[src/rtl/gcode_field_assembler.sv]
`default_nettype none
// ============================================================================
// Module   : gcode_field_assembler
// Purpose  : Byte-level G-code line parser. Collects the ASCII digit strings
//            of the G, X, Y and Z words of one line. On LF it presents them
//            right-aligned and zero-padded, with a one-cycle completion pulse.
// Revision : 1.0 - initial release
// ----------------------------------------------------------------------------
// Ports
//   i_Clock50MHz   in   1               system clock, rising edge
//   i_Reset_n      in   1               asynchronous active-low reset
//   i_RxByte       in   8               received ASCII byte
//   i_RxValid      in   1               byte strobe (back-to-back legal)
//   o_GAscii       out  8*G_DIGITS      G digits, last digit in [7:0]
//   o_XAscii       out  8*AXIS_DIGITS   X digits
//   o_YAscii       out  8*AXIS_DIGITS   Y digits
//   o_ZAscii       out  8*AXIS_DIGITS   Z digits
//   o_FieldMask    out  4               {Z,Y,X,G} present in committed line
//   o_Overflow     out  1               a field exceeded its capacity
//   o_LineComplete out  1               one-cycle pulse, outputs valid
// ============================================================================
module gcode_field_assembler #(
   parameter int AXIS_DIGITS = 6,
   parameter int G_DIGITS    = 3
) (
   input  logic                     i_Clock50MHz,
   input  logic                     i_Reset_n,
   input  logic [7:0]               i_RxByte,
   input  logic                     i_RxValid,
   output logic [8*G_DIGITS-1:0]    o_GAscii,
   output logic [8*AXIS_DIGITS-1:0] o_XAscii,
   output logic [8*AXIS_DIGITS-1:0] o_YAscii,
   output logic [8*AXIS_DIGITS-1:0] o_ZAscii,
   output logic [3:0]               o_FieldMask,
   output logic                     o_Overflow,
   output logic                     o_LineComplete
);

   localparam int GW   = 8 * G_DIGITS;
   localparam int AW   = 8 * AXIS_DIGITS;
   localparam int MAXD = (AXIS_DIGITS > G_DIGITS) ? AXIS_DIGITS : G_DIGITS;
   localparam int CW   = $clog2(MAXD + 1);
   localparam logic [CW-1:0] G_CAP = CW'(G_DIGITS);
   localparam logic [CW-1:0] A_CAP = CW'(AXIS_DIGITS);

   typedef enum logic [2:0] {
      S_IDLE    = 3'd0,
      S_FIELD   = 3'd1,
      S_FRAC    = 3'd2,
      S_SKIP    = 3'd3,
      S_COMMENT = 3'd4
   } state_t;

   // Field selector encoding: 0=G, 1=X, 2=Y, 3=Z (matches mask bit order)
   state_t            state_q, state_d;
   logic [GW-1:0]     wg_q, wg_d;
   logic [AW-1:0]     wx_q, wx_d;
   logic [AW-1:0]     wy_q, wy_d;
   logic [AW-1:0]     wz_q, wz_d;
   logic [3:0]        mask_q, mask_d;
   logic              ovf_q, ovf_d;
   logic [1:0]        sel_q, sel_d;
   logic [CW-1:0]     cnt_q, cnt_d;

   logic [GW-1:0]     gascii_q;
   logic [AW-1:0]     xascii_q;
   logic [AW-1:0]     yascii_q;
   logic [AW-1:0]     zascii_q;
   logic [3:0]        fmask_q;
   logic              fovf_q;
   logic              done_q;

   logic              commit;

   // ------------------------------------------------------------------------
   // Byte classification. OR-ing 0x20 folds upper case onto lower case; the
   // folded value lands in 'a'..'z' only for genuine ASCII letters.
   // ------------------------------------------------------------------------
   logic [7:0] lc;
   logic       is_letter, is_gxyz, is_digit;
   logic       is_lf, is_cr, is_space, is_dot, is_semi;
   logic [1:0] letter_sel;
   logic [CW-1:0] cap;

   assign lc        = i_RxByte | 8'h20;
   assign is_letter = (lc >= 8'h61) && (lc <= 8'h7A);
   assign is_digit  = (i_RxByte >= 8'h30) && (i_RxByte <= 8'h39);
   assign is_lf     = (i_RxByte == 8'h0A);
   assign is_cr     = (i_RxByte == 8'h0D);
   assign is_space  = (i_RxByte == 8'h20);
   assign is_dot    = (i_RxByte == 8'h2E);
   assign is_semi   = (i_RxByte == 8'h3B);
   assign cap       = (sel_q == 2'd0) ? G_CAP : A_CAP;

   always_comb begin
      is_gxyz    = 1'b0;
      letter_sel = 2'd0;
      if (is_letter) begin
         case (lc)
            8'h67:   begin is_gxyz = 1'b1; letter_sel = 2'd0; end
            8'h78:   begin is_gxyz = 1'b1; letter_sel = 2'd1; end
            8'h79:   begin is_gxyz = 1'b1; letter_sel = 2'd2; end
            8'h7A:   begin is_gxyz = 1'b1; letter_sel = 2'd3; end
            default: begin is_gxyz = 1'b0; letter_sel = 2'd0; end
         endcase
      end
   end

   // ------------------------------------------------------------------------
   // Next-state logic
   // ------------------------------------------------------------------------
   always_comb begin
      state_d = state_q;
      wg_d    = wg_q;
      wx_d    = wx_q;
      wy_d    = wy_q;
      wz_d    = wz_q;
      mask_d  = mask_q;
      ovf_d   = ovf_q;
      sel_d   = sel_q;
      cnt_d   = cnt_q;
      commit  = 1'b0;

      if (i_RxValid) begin
         if (is_lf) begin
            // End of line from any state; an empty line commits nothing.
            commit  = |mask_q;
            wg_d    = '0;
            wx_d    = '0;
            wy_d    = '0;
            wz_d    = '0;
            mask_d  = '0;
            ovf_d   = 1'b0;
            sel_d   = 2'd0;
            cnt_d   = '0;
            state_d = S_IDLE;
         end else if (is_cr) begin
            state_d = state_q;
         end else if (is_space) begin
            if ((state_q == S_FIELD) || (state_q == S_FRAC) || (state_q == S_SKIP))
               state_d = S_IDLE;
         end else begin
            case (state_q)
               S_IDLE, S_FIELD, S_FRAC: begin
                  if (is_gxyz) begin
                     // A repeated word on the same line restarts its field.
                     sel_d              = letter_sel;
                     cnt_d              = '0;
                     mask_d[letter_sel] = 1'b1;
                     case (letter_sel)
                        2'd0:    wg_d = '0;
                        2'd1:    wx_d = '0;
                        2'd2:    wy_d = '0;
                        default: wz_d = '0;
                     endcase
                     state_d = S_FIELD;
                  end else if (is_letter) begin
                     state_d = S_SKIP;
                  end else if (is_semi) begin
                     state_d = S_COMMENT;
                  end else if (state_q == S_IDLE) begin
                     state_d = S_IDLE;
                  end else if (is_digit) begin
                     // Fractional digits are dropped; integer digits shift in
                     // from the right until the field is full.
                     if (state_q == S_FIELD) begin
                        if (cnt_q < cap) begin
                           case (sel_q)
                              2'd0:    wg_d = {wg_q[GW-9:0], i_RxByte};
                              2'd1:    wx_d = {wx_q[AW-9:0], i_RxByte};
                              2'd2:    wy_d = {wy_q[AW-9:0], i_RxByte};
                              default: wz_d = {wz_q[AW-9:0], i_RxByte};
                           endcase
                           cnt_d = cnt_q + 1'b1;
                        end else begin
                           ovf_d = 1'b1;
                        end
                     end
                  end else if (is_dot && (state_q == S_FIELD)) begin
                     state_d = S_FRAC;
                  end else begin
                     state_d = S_SKIP;
                  end
               end
               S_SKIP: begin
                  if (is_semi)
                     state_d = S_COMMENT;
               end
               S_COMMENT: begin
                  state_d = S_COMMENT;
               end
               default: begin
                  state_d = S_IDLE;
               end
            endcase
         end
      end
   end

   // ------------------------------------------------------------------------
   // Registers
   // ------------------------------------------------------------------------
   always_ff @(posedge i_Clock50MHz or negedge i_Reset_n) begin
      if (!i_Reset_n) begin
         state_q  <= S_IDLE;
         wg_q     <= '0;
         wx_q     <= '0;
         wy_q     <= '0;
         wz_q     <= '0;
         mask_q   <= '0;
         ovf_q    <= 1'b0;
         sel_q    <= 2'd0;
         cnt_q    <= '0;
         gascii_q <= '0;
         xascii_q <= '0;
         yascii_q <= '0;
         zascii_q <= '0;
         fmask_q  <= '0;
         fovf_q   <= 1'b0;
         done_q   <= 1'b0;
      end else begin
         state_q <= state_d;
         wg_q    <= wg_d;
         wx_q    <= wx_d;
         wy_q    <= wy_d;
         wz_q    <= wz_d;
         mask_q  <= mask_d;
         ovf_q   <= ovf_d;
         sel_q   <= sel_d;
         cnt_q   <= cnt_d;
         done_q  <= commit;
         // Outputs capture the working set only on a non-empty LF.
         if (commit) begin
            gascii_q <= wg_q;
            xascii_q <= wx_q;
            yascii_q <= wy_q;
            zascii_q <= wz_q;
            fmask_q  <= mask_q;
            fovf_q   <= ovf_q;
         end
      end
   end

   assign o_GAscii       = gascii_q;
   assign o_XAscii       = xascii_q;
   assign o_YAscii       = yascii_q;
   assign o_ZAscii       = zascii_q;
   assign o_FieldMask    = fmask_q;
   assign o_Overflow     = fovf_q;
   assign o_LineComplete = done_q;

endmodule
`default_nettype wire

[config.mk]
export PLATFORM = sky130hd
export DESIGN_NAME = gcode_field_assembler
export DESIGN_NICKNAME = d
export VERILOG_FILES = /design/src/rtl/gcode_field_assembler.sv
export SDC_FILE = /design/constraint.sdc
export NUM_CORES = 1
export LEC_CHECK = 0
export ABC_AREA = 1
export BUFFER_PORTS_ARGS = -buffer_cell sky130_fd_sc_hd__buf_2
export CORE_AREA = 2 2 236 238
export DETAILED_ROUTE_END_ITERATION = 10
export DIE_AREA = 0 0 238 240
export PLACE_DENSITY = 0.54
export SYNTH_ARGS = -nofsm -noshare
export SYNTH_HDL_FRONTEND = slang
export SYNTH_SLANG_ARGS = --single-unit
[constraint.sdc]
create_clock -name i_Clock50MHz -period 3.7 [get_ports i_Clock50MHz]
set_input_delay 0.74 -clock i_Clock50MHz [delete_from_list [all_inputs] [get_ports i_Clock50MHz]]
set_output_delay 0.74 -clock i_Clock50MHz [all_outputs]
set_load 0.05 [all_outputs]
# Word-level counts from Yosys, hierarchy flattened
# Cells that the tools add are included.
[classes]
eq_ne = 35
magnitude_cmp = 7
reduce_logical = 32
bitwise_logic = 1
mux = 105
add_sub_neg = 1
[op_table]
columns = ["operator", "n"]
rows = [
  ["$mux 48", 39],
  ["$mux 24", 13],
  ["$mux 3", 22],
  ["$reduce_and 12->1", 4],
  ["$eq 7x6->1 const B", 4],
  ["$eq 8x6->1 const B", 3],
  ["$mux 4", 5],
  ["$reduce_bool 3->1", 6],
  ["$mux 1", 17],
  ["$eq 8x4->1 const B", 2],
  ["$ne 3x1->1 const B", 5],
  ["$mux 2", 6],
  ["$reduce_and 11->1", 1],
  ["$ne 2x2->1 const B", 5],
  ["$reduce_and 10->1", 1],
  ["$reduce_and 5->1", 2],
  ["$pmux 3 s3", 1],
  ["$reduce_or 3->1", 3],
  ["$ge 8x6->1 const B", 1],
  ["$ge 8x7->1 const B", 1],
  ["$le 8x6->1 const B", 1],
  ["$le 8x7->1 const B", 1],
  ["$ne 8x8->1 const B", 1],
  ["$reduce_bool 2->1", 4],
  ["21 further kinds", 33],
]
[totals]
wordCells = 197
out_inout_bits = 174
regBits = 355
in_bits = 11

# Depth between registers and ports, before layout
# Gate-level depths: netlist (run 1).
[logic_depth]
word_depth = 14
mapped_depth = 13

# Worst setup path before layout (run 1)
# Ideal clock, no wire load.
[synth_path]
path_kind = "input-to-reg"
startpoint = "input i_RxByte[0]"
endpoint = "register wz_q[17]"
arrival_ns = 2.036
stages = 13
setup_slack_ns = 1.547
setup_time_ns = 0.116
required_ns = 3.584
path_cell_list = "inv_1 nand2_1 nor2_1 nand2_1 buf_6 nand2_4 nand2_1 nor2_4 nand3_1 buf_6 buf_6 nand2_1 nand2_1"
[synth_between]
elab_chain_len = 9
word_cells_on_any_way = 40
classes_between = "order compare: 4; eq/ne: 17; mux: 9; reduce/logical: 10"
[synth_rtl]
columns = ["item", "line_no", "source"]
rows = [
  ["start: declaration", "28", "input logic [7:0] i_RxByte,"],
  ["parallel branches: the longest is 9 deep, another holds $ge 8x7->1", "-", ""],
  ["end signal: assignment", "226", "wz_q <= wz_d;"],
  ["end: declaration", "59", "logic [AW-1:0] wz_q, wz_d;"],
]
# Several ways; the timed one is not identified. The select of a mux whose other input is x is not followed.
# A chain may end at the register's enable or synchronous reset.

# Final worst setup path (run 1)
[layout_path]
startpoint = "register sel_q[1]"
endpoint = "register wy_q[0]"
[layout_between]
elab_chain_len = 5
word_cells_on_any_way = 7
classes_between = "order compare: 1; eq/ne: 1; mux: 1; reduce/logical: 4"
[layout_rtl]
columns = ["item", "line_no", "source"]
rows = [
  ["start: declaration", "62", "logic [1:0] sel_q, sel_d;"],
  ["start signal: assignment", "229", "sel_q <= sel_d;"],
  ["$logic_not 2->1", "93", "assign cap = (sel_q == 2'd0) ? G_CAP : A_CAP;"],
  ["$mux 3", "93", ""],
  ["$lt 3x3->1", "167", "if (cnt_q < cap) begin"],
  ["$reduce_bool 3->1 (no line)", "-", ""],
  ["$reduce_and 12->1 (no line) (*)", "-", ""],
  ["end signal: assignment", "225", "wy_q <= wy_d;"],
  ["end: declaration", "58", "logic [AW-1:0] wy_q, wy_d;"],
]
# Mark *: on every way between the ends. The rest lies on a longest branch, timed or not.

==> results.sh, run 1 <==
export IMPL_start_kind="flop"
export IMPL_r2r_setup_slack_ps=1040
export IMPL_run_status="complete, no violations"
export IMPL_ioPinCount=185
export IMPL_cp_end_kind="flop"
export IMPL_hold_viol_final=0
export IMPL_gp_congestion=0.859
export IMPL_fin_tns_setup_ps=0
export IMPL_crit_path_start="sel_q[1]"
export IMPL_dieHeight_um=240
export IMPL_areaGrowthSynthToFinish_pct=20.0
export IMPL_die_area_mm2=0.0571
export IMPL_netlist_cell_type_count=35
export IMPL_numCtsBuffers=42
export IMPL_drt_wl_total_um=41300
export IMPL_portion_of_total_power_attributed_to_the_clock_network_pct=43.7
export IMPL_fin_area_mm2=0.0181
export IMPL_route_vias_total=12000
export IMPL_initialDrtViolationCount=783
export IMPL_antenna_violating_nets_post_route=0
export IMPL_finish_net_count=1961
export IMPL_worst_setup_path_type="reg2reg"
export IMPL_power_ir_vdd_worst_v=0.000272
export IMPL_postSynthNetCount=1800
export IMPL_cts_tree="yes"
export IMPL_clk_path_buf_depth=3
export IMPL_timing_max_slew_rel_slack_pct=43.2
export IMPL_post_cts_setup_buffers=0
export IMPL_largest_net_degree_at_the_start_of_global_routing=119
export IMPL_worst_r2r_path_depth=11
export IMPL_reg2reg_to="wy_q[0]"
export IMPL_postCtsResizedCells=0
export IMPL_pwr_density_cell_mw_per_mm2=509
export IMPL_grt_pass1_vias=11800
export IMPL_drt_vias_per_instance=4.46
export IMPL_worst_ep_arrival_time_ps=3100
export IMPL_clk_pin_slew_ps=60
export IMPL_port_buffers=184
export IMPL_synth_largest_area_cell="sky130_fd_sc_hd__dfrtp_1"
export IMPL_post_route_cells_drive_above_1_share_pct=15.8
export IMPL_crit_reg2reg_launch="sel_q[1]"
export IMPL_syn_inst=1787
export IMPL_wire_per_inst_um=15.4
export IMPL_report_final_setup_viol=0
export IMPL_synth_area_mm2=0.0151
export IMPL_swShare_pct=27.5
export IMPL_placed_wire_length_estimate_after_detailed_placement_um=27200
export IMPL_slew_violations=0
export IMPL_grt_total_usage_pct=14.6
export IMPL_yosys_register_bits=355
export IMPL_worst_ep_required_time_ps=4140
export IMPL_p_switching_uw=2540
export IMPL_std_cell_rows=86
export IMPL_grt_overflow_total=0
export IMPL_seq_power_share_pct=44.7
export IMPL_ctsHtreeMaxLevel=2
export IMPL_pwr_share_comb_pct=11.6
export IMPL_synth_top_cells_by_area="sky130_fd_sc_hd__dfrtp_1 (59%), sky130_fd_sc_hd__nand2_1 (16%), sky130_fd_sc_hd__o21ai_0 (4.4%), sky130_fd_sc_hd__nor2_1 (4.3%), sky130_fd_sc_hd__inv_1 (4.2%)"
export IMPL_fmax_mhz=375
export IMPL_clock_sinks=355
export IMPL_timing_final_crit_share_pct=72.0
export IMPL_timing_clock_skew_ps=11.9
export IMPL_leakage_uw=0.00964
export IMPL_synth_largest_type_area_fraction_pct=58.8
export IMPL_internal_power_uw=6680
export IMPL_min_delay_path_class="in2async"
export IMPL_drt_pass1_iterations=5
export IMPL_clk_latency_ps=560
export IMPL_antenna_found_initial=0
export IMPL_detailed_place_area_mm2=0.0168
export IMPL_cap_violations=0
export IMPL_synthesis_yosys_warnings=0
export IMPL_dieWidth_um=238
export IMPL_hold_buffers=0
export IMPL_rsz0062_at_grt="false"
export IMPL_design_core_area_mm2=0.0547
export IMPL_synth_seq_area_share_pct=58.8
export IMPL_final_min_clock_period_ps=2660
export IMPL_fill_cells=5764
export IMPL_floorplan_initialDensity_pct=27.6
export IMPL_detail_route_drc_violations=0
export IMPL_worst_slew_pin_transition_ps=852
export IMPL_clk_root_buffer_cell="sky130_fd_sc_hd__clkbuf_16"
export IMPL_wire_length_of_the_first_global_routing_pass_um=66400
export IMPL_syn_mean_instance_area_um2=8.45
export IMPL_antennaDiodeCount=0
export IMPL_cp_max_fo=26
[stage by stage]
stage	total power, µW	std cells	hold WS (ps)	setup WS (ps)	util, %
after floorplan	4890	1787	436	1550	-
after global placement	5240	2608	448	673	30.7
after detailed placement	5270	2608	453	566	30.7
after CTS	9370	2682	236	1030	33.1
after global routing	9660	2682	277	832	33.1
final	9220	2682	206	1040	33.1
[power groups by stage]
stage | Combinational, µW | Clock (µW) | Sequential (µW)
2_1_floorplan | 657 | 0 | 4230
3_3_place_gp | 1060 | 0 | 4190
3_5_place_dp | 1080 | 0 | 4190
4_1_cts | 1080 | 4160 | 4120
5_1_grt | 1200 | 4320 | 4140
6_report | 1070 | 4030 | 4120
[how the worst max path moves through the flow]
stage	slack, ps	endpoint	cells past startpoint
3_5_place_dp	570	wx_q[10]	13
6_report	1040	wy_q[0]	11
3_3_place_gp	670	wx_q[10]	13
4_1_cts	1030	wy_q[0]	11
5_1_grt	830	wy_q[17]	11
2_1_floorplan	1550	wz_q[17]	13
[area by class of cell]
| cell class | count | area (µm²) | area share [%] |
|---|---|---|---|
| sequential | 355 | 8880 | 49.0 |
| multi-input combinational | 1159 | 5100 | 28.2 |
| timing repair buffer | 218 | 1260 | 6.96 |
| clock buffer | 59 | 1230 | 6.78 |
| tap | 704 | 881 | 4.86 |
| inverter | 172 | 646 | 3.56 |
| clock inverter | 15 | 116 | 0.642 |
[cell usage after synthesis]
cell                       number
sky130_fd_sc_hd__a21boi_0       1
sky130_fd_sc_hd__a21oi_1        5
sky130_fd_sc_hd__a21oi_4        1
sky130_fd_sc_hd__and2_1         1
sky130_fd_sc_hd__buf_1          3
sky130_fd_sc_hd__buf_2         54
sky130_fd_sc_hd__buf_4          3
sky130_fd_sc_hd__buf_6          8
sky130_fd_sc_hd__clkbuf_1      33
sky130_fd_sc_hd__dfrtp_1      355
sky130_fd_sc_hd__ha_1           2
sky130_fd_sc_hd__inv_1        170
sky130_fd_sc_hd__inv_2          2
sky130_fd_sc_hd__nand2_1      656
sky130_fd_sc_hd__nand2_2        3
sky130_fd_sc_hd__nand2_4        2
sky130_fd_sc_hd__nand2_8        1
sky130_fd_sc_hd__nand3_1       55
sky130_fd_sc_hd__nand3_2        5
sky130_fd_sc_hd__nand3_4        1
sky130_fd_sc_hd__nand4_1       75
sky130_fd_sc_hd__nand4_4        1
sky130_fd_sc_hd__nor2_1       172
sky130_fd_sc_hd__nor2_2         5
sky130_fd_sc_hd__nor2_4         4
sky130_fd_sc_hd__nor2_8         1
sky130_fd_sc_hd__nor3_1         1
sky130_fd_sc_hd__nor3b_2        1
sky130_fd_sc_hd__o211ai_1       1
sky130_fd_sc_hd__o21ai_0      133
sky130_fd_sc_hd__o21ai_1       23
sky130_fd_sc_hd__o21ai_2        1
sky130_fd_sc_hd__o21bai_1       6
sky130_fd_sc_hd__o22ai_1        1
sky130_fd_sc_hd__xor2_1         1
[state kept, by name, indices dropped and copies added (netlist names)]
| signal | flops |
|---|---|
| o_XAscii | 48 |
| o_YAscii | 48 |
| o_ZAscii | 48 |
| wx_q | 48 |
| wy_q | 48 |
| wz_q | 48 |
| o_GAscii | 24 |
| wg_q | 24 |
| mask_q | 4 |
| o_FieldMask | 4 |
| cnt_q | 3 |
| state_q | 3 |
| sel_q | 2 |
| o_LineComplete | 1 |
| o_Overflow | 1 |
| ovf_q | 1 |
[cell families after synthesis]
family / count (synthesis) / synth area share (%)
AND/OR/NAND/NOR: 984 / 27.3
buffers and inverters: 273 / 7.71
AO/OA/AOI/OAI: 172 / 5.94
flip-flops: 355 / 58.8
adder cells (fa/ha/maj): 2 / 0.166
XOR/XNOR: 1 / 0.0580
[critical path, stage by stage (launching register included)]
cell and delay, ps:
sky130_fd_sc_hd__dfrtp_1 400, sky130_fd_sc_hd__nor2_1 260, sky130_fd_sc_hd__ha_1 290, sky130_fd_sc_hd__nand2_1 60, sky130_fd_sc_hd__inv_1 30, sky130_fd_sc_hd__nand2_1 110, sky130_fd_sc_hd__nand4_4 200, sky130_fd_sc_hd__o21ai_4 210
sky130_fd_sc_hd__nand3_2 480, sky130_fd_sc_hd__buf_12 370, sky130_fd_sc_hd__nand2_1 70, sky130_fd_sc_hd__nand2_1 50
[cells in the final DEF (no fill, tap or decap), drive strengths merged]
cell type	synthesis	routed
a21boi	1	1
a21oi	6	6
and2	1	1
buf	68	218
bufinv	0	1
clkbuf	33	59
clkinv	0	11
clkinvlp	0	2
dfrtp	355	355
ha	2	2
inv	172	173
nand2	662	662
nand3	61	61
nand4	76	76
nor2	182	182
nor3	1	1
nor3b	1	1
o211ai	1	1
o21ai	157	157
o21bai	6	6
o22ai	1	1
xor2	1	1
[layer usage]
layer  wire, µm  track usage [%]
met1      19100             19.3
met4       1030             4.79
met3       2030             2.96
met2      19200             23.9
met5          0                0
Power figures use the tool's default switching activity.
==> run 2: changes to the inputs <==
- PLACE_DENSITY: 0.54 -> 0.56
- clock period: 3.7 -> 2.45 ns (I/O delays scaled with it)
==> run 2 against run 1 <==
Count of clock-buffer cells in the layout decreased by 1. Design area increased by 1.6%. Total power is 55% higher. Final cell count increased by 0.30%. Setup slack worse by 810 ps. Utilization grew 0.53 points. Critical path type unchanged.
==> results.sh, run 2 (synthesis gave the netlist of run 1 again) <==
export IMPL_cts_tree="yes"
export IMPL_placed_wire_length_estimate_after_detailed_placement_um=27100
export IMPL_rsz0062_at_grt="false"
export IMPL_ctsHtreeMaxLevel=2
export IMPL_cap_violations=0
export IMPL_leakage_uw=0.00976
export IMPL_grt_overflow_total=0
export IMPL_min_delay_path_class="in2async"
export IMPL_ioPinCount=185
export IMPL_grt_total_usage_pct=14.3
export IMPL_layout_setup_ws_ps=222
export IMPL_post_route_cells_drive_above_1_share_pct=16.2
export IMPL_pwr_density_cell_mw_per_mm2=777
export IMPL_worst_setup_path_type="reg2reg"
export IMPL_largest_net_degree_at_the_start_of_global_routing=94
export IMPL_dieHeight_um=240
export IMPL_cp_max_fo=48
export IMPL_antenna_found_initial=0
export IMPL_areaGrowthSynthToFinish_pct=21.9
export IMPL_timing_max_slew_rel_slack_pct=43.2
export IMPL_fin_area_mm2=0.0184
export IMPL_report_final_setup_viol=0
export IMPL_clk_pin_slew_ps=50
export IMPL_fmax_mhz=449
export IMPL_std_cell_rows=86
export IMPL_worst_slew_pin_transition_ps=850
export IMPL_antenna_violating_nets_post_route=0
export IMPL_run_status="complete, no violations"
export IMPL_dieWidth_um=238
export IMPL_wire_length_of_the_first_global_routing_pass_um=65400
export IMPL_fin_tns_setup_ps=0
export IMPL_hold_viol_final=0
export IMPL_drt_pass1_iterations=5
export IMPL_floorplan_initialDensity_pct=27.6
export IMPL_timing_clock_skew_ps=9.26
export IMPL_finish_net_count=1970
export IMPL_final_common_cell="sky130_fd_sc_hd__nand2_1"
export IMPL_die_area_mm2=0.0571
export IMPL_final_min_clock_period_ps=2230
export IMPL_route_vias_total=12100
export IMPL_gp_congestion=0.828
export IMPL_initialDrtViolationCount=671
export IMPL_clock_sinks=355
export IMPL_fill_cells=5744
export IMPL_clk_path_buf_depth=3
export IMPL_detailed_place_area_mm2=0.0170
export IMPL_worst_ep_arrival_time_ps=2710
export IMPL_power_ir_vdd_worst_v=0.000417
export IMPL_design_core_area_mm2=0.0547
export IMPL_numCtsBuffers=43
export IMPL_clk_latency_ps=550
export IMPL_slew_violations=0
export IMPL_timing_final_crit_share_pct=90.9
export IMPL_drt_vias_per_instance=4.48
export IMPL_grt_pass1_vias=12000
export IMPL_port_buffers=184
export IMPL_clk_root_buffer_cell="sky130_fd_sc_hd__clkbuf_16"
export IMPL_detail_route_drc_violations=0
export IMPL_worst_ep_required_time_ps=2930
export IMPL_start_kind="flop"
export IMPL_cp_end_kind="flop"
export IMPL_mostFrequentLayoutCells="sky130_fd_sc_hd__nand2_1 (656), sky130_fd_sc_hd__dfrtp_1 (355), sky130_fd_sc_hd__buf_2 (183)"
export IMPL_drt_wl_total_um=40800
export IMPL_wire_per_inst_um=15.2
export IMPL_worst_hold_slack_ps=458
export IMPL_crit_reg2reg_launch="sel_q[1]"
export IMPL_crit_path_start="sel_q[1]"
export IMPL_detailedPlace_worstSlack_ps=121
export IMPL_layout_core_utilization_pct=33.7
export IMPL_antennaDiodeCount=0
==> run 2: worst paths after layout <==
path | end | slack, ps | cells after the start
worst min-delay path | o_GAscii[16] | 460 | 2
worst max-delay path | wx_q[25] | 220 | 12
worst max register to register | wx_q[25] | 220 | 12
min in group i_Clock50MHz | state_q[0] | 460 | 6
worst min register to register | o_XAscii[44] | 460 | 2
max in group asynchronous | o_ZAscii[34] | 1230 | 3
==> run 2: layer usage <==
| layer | global-route usage (%) | part of all wire [%] | vias up |
|---|---|---|---|
| li1 | - | - | 5914 |
| met4 | 4.41 | 2.0 | 0 |
| met3 | 2.61 | 4.9 | 57 |
| met2 | 23.9 | 48 | 256 |
| met5 | 0 | 0 | - |
| met1 | 18.9 | 46 | 5833 |
==> run 2: layout make-up <==
class / count / area [µm²] / area share, %
Tap cell: 704 / 881 / 4.78
Inverter: 172 / 646 / 3.51
Multi-Input combinational cell: 1159 / 5100 / 27.7
Clock buffer: 58 / 1210 / 6.60
Timing Repair Buffer: 226 / 1490 / 8.07
Clock inverter: 16 / 194 / 1.05
Sequential cell: 355 / 8880 / 48.3
==> run 2: through the flow <==
| step | total power, µW | std cells |
|---|---|---|
| 5_1_grt | 15000 | 2690 |
| 2_1_floorplan | 7380 | 1787 |
| 3_3_place_gp | 7980 | 2615 |
| 6_report | 14300 | 2690 |
| 4_1_cts | 14500 | 2690 |
| 3_5_place_dp | 8040 | 2615 |
==> run 2: critical path, cell delays in order (launching register included) <==
cell and delay [ps]:
sky130_fd_sc_hd__dfrtp_1 410, sky130_fd_sc_hd__nor2_2 210, sky130_fd_sc_hd__ha_1 270, sky130_fd_sc_hd__nand2_1 60
sky130_fd_sc_hd__inv_1 30, sky130_fd_sc_hd__nand2_1 110, sky130_fd_sc_hd__nand4_4 210, sky130_fd_sc_hd__nand2_8 160
sky130_fd_sc_hd__nand3_4 140, sky130_fd_sc_hd__nor2_4 130, sky130_fd_sc_hd__buf_12 230, sky130_fd_sc_hd__nand2_1 90
sky130_fd_sc_hd__nand2_1 80
==> run 2: power by group <==
part | leakage (µW) | switching, µW | internal (µW) | total [µW]
Sequential | 0.00487 | 143 | 6090 | 6230
Clock | 0.000695 | 2480 | 3890 | 6370
Combinational | 0.00420 | 1230 | 462 | 1690
==> run 2: what timing repair did <==
item	CTS	global route
resized for setup	0	1
endpoints found under the setup margin	0	13
endpoints found under the hold margin	43	0
buffers inserted	0	0
hold buffers	1	0
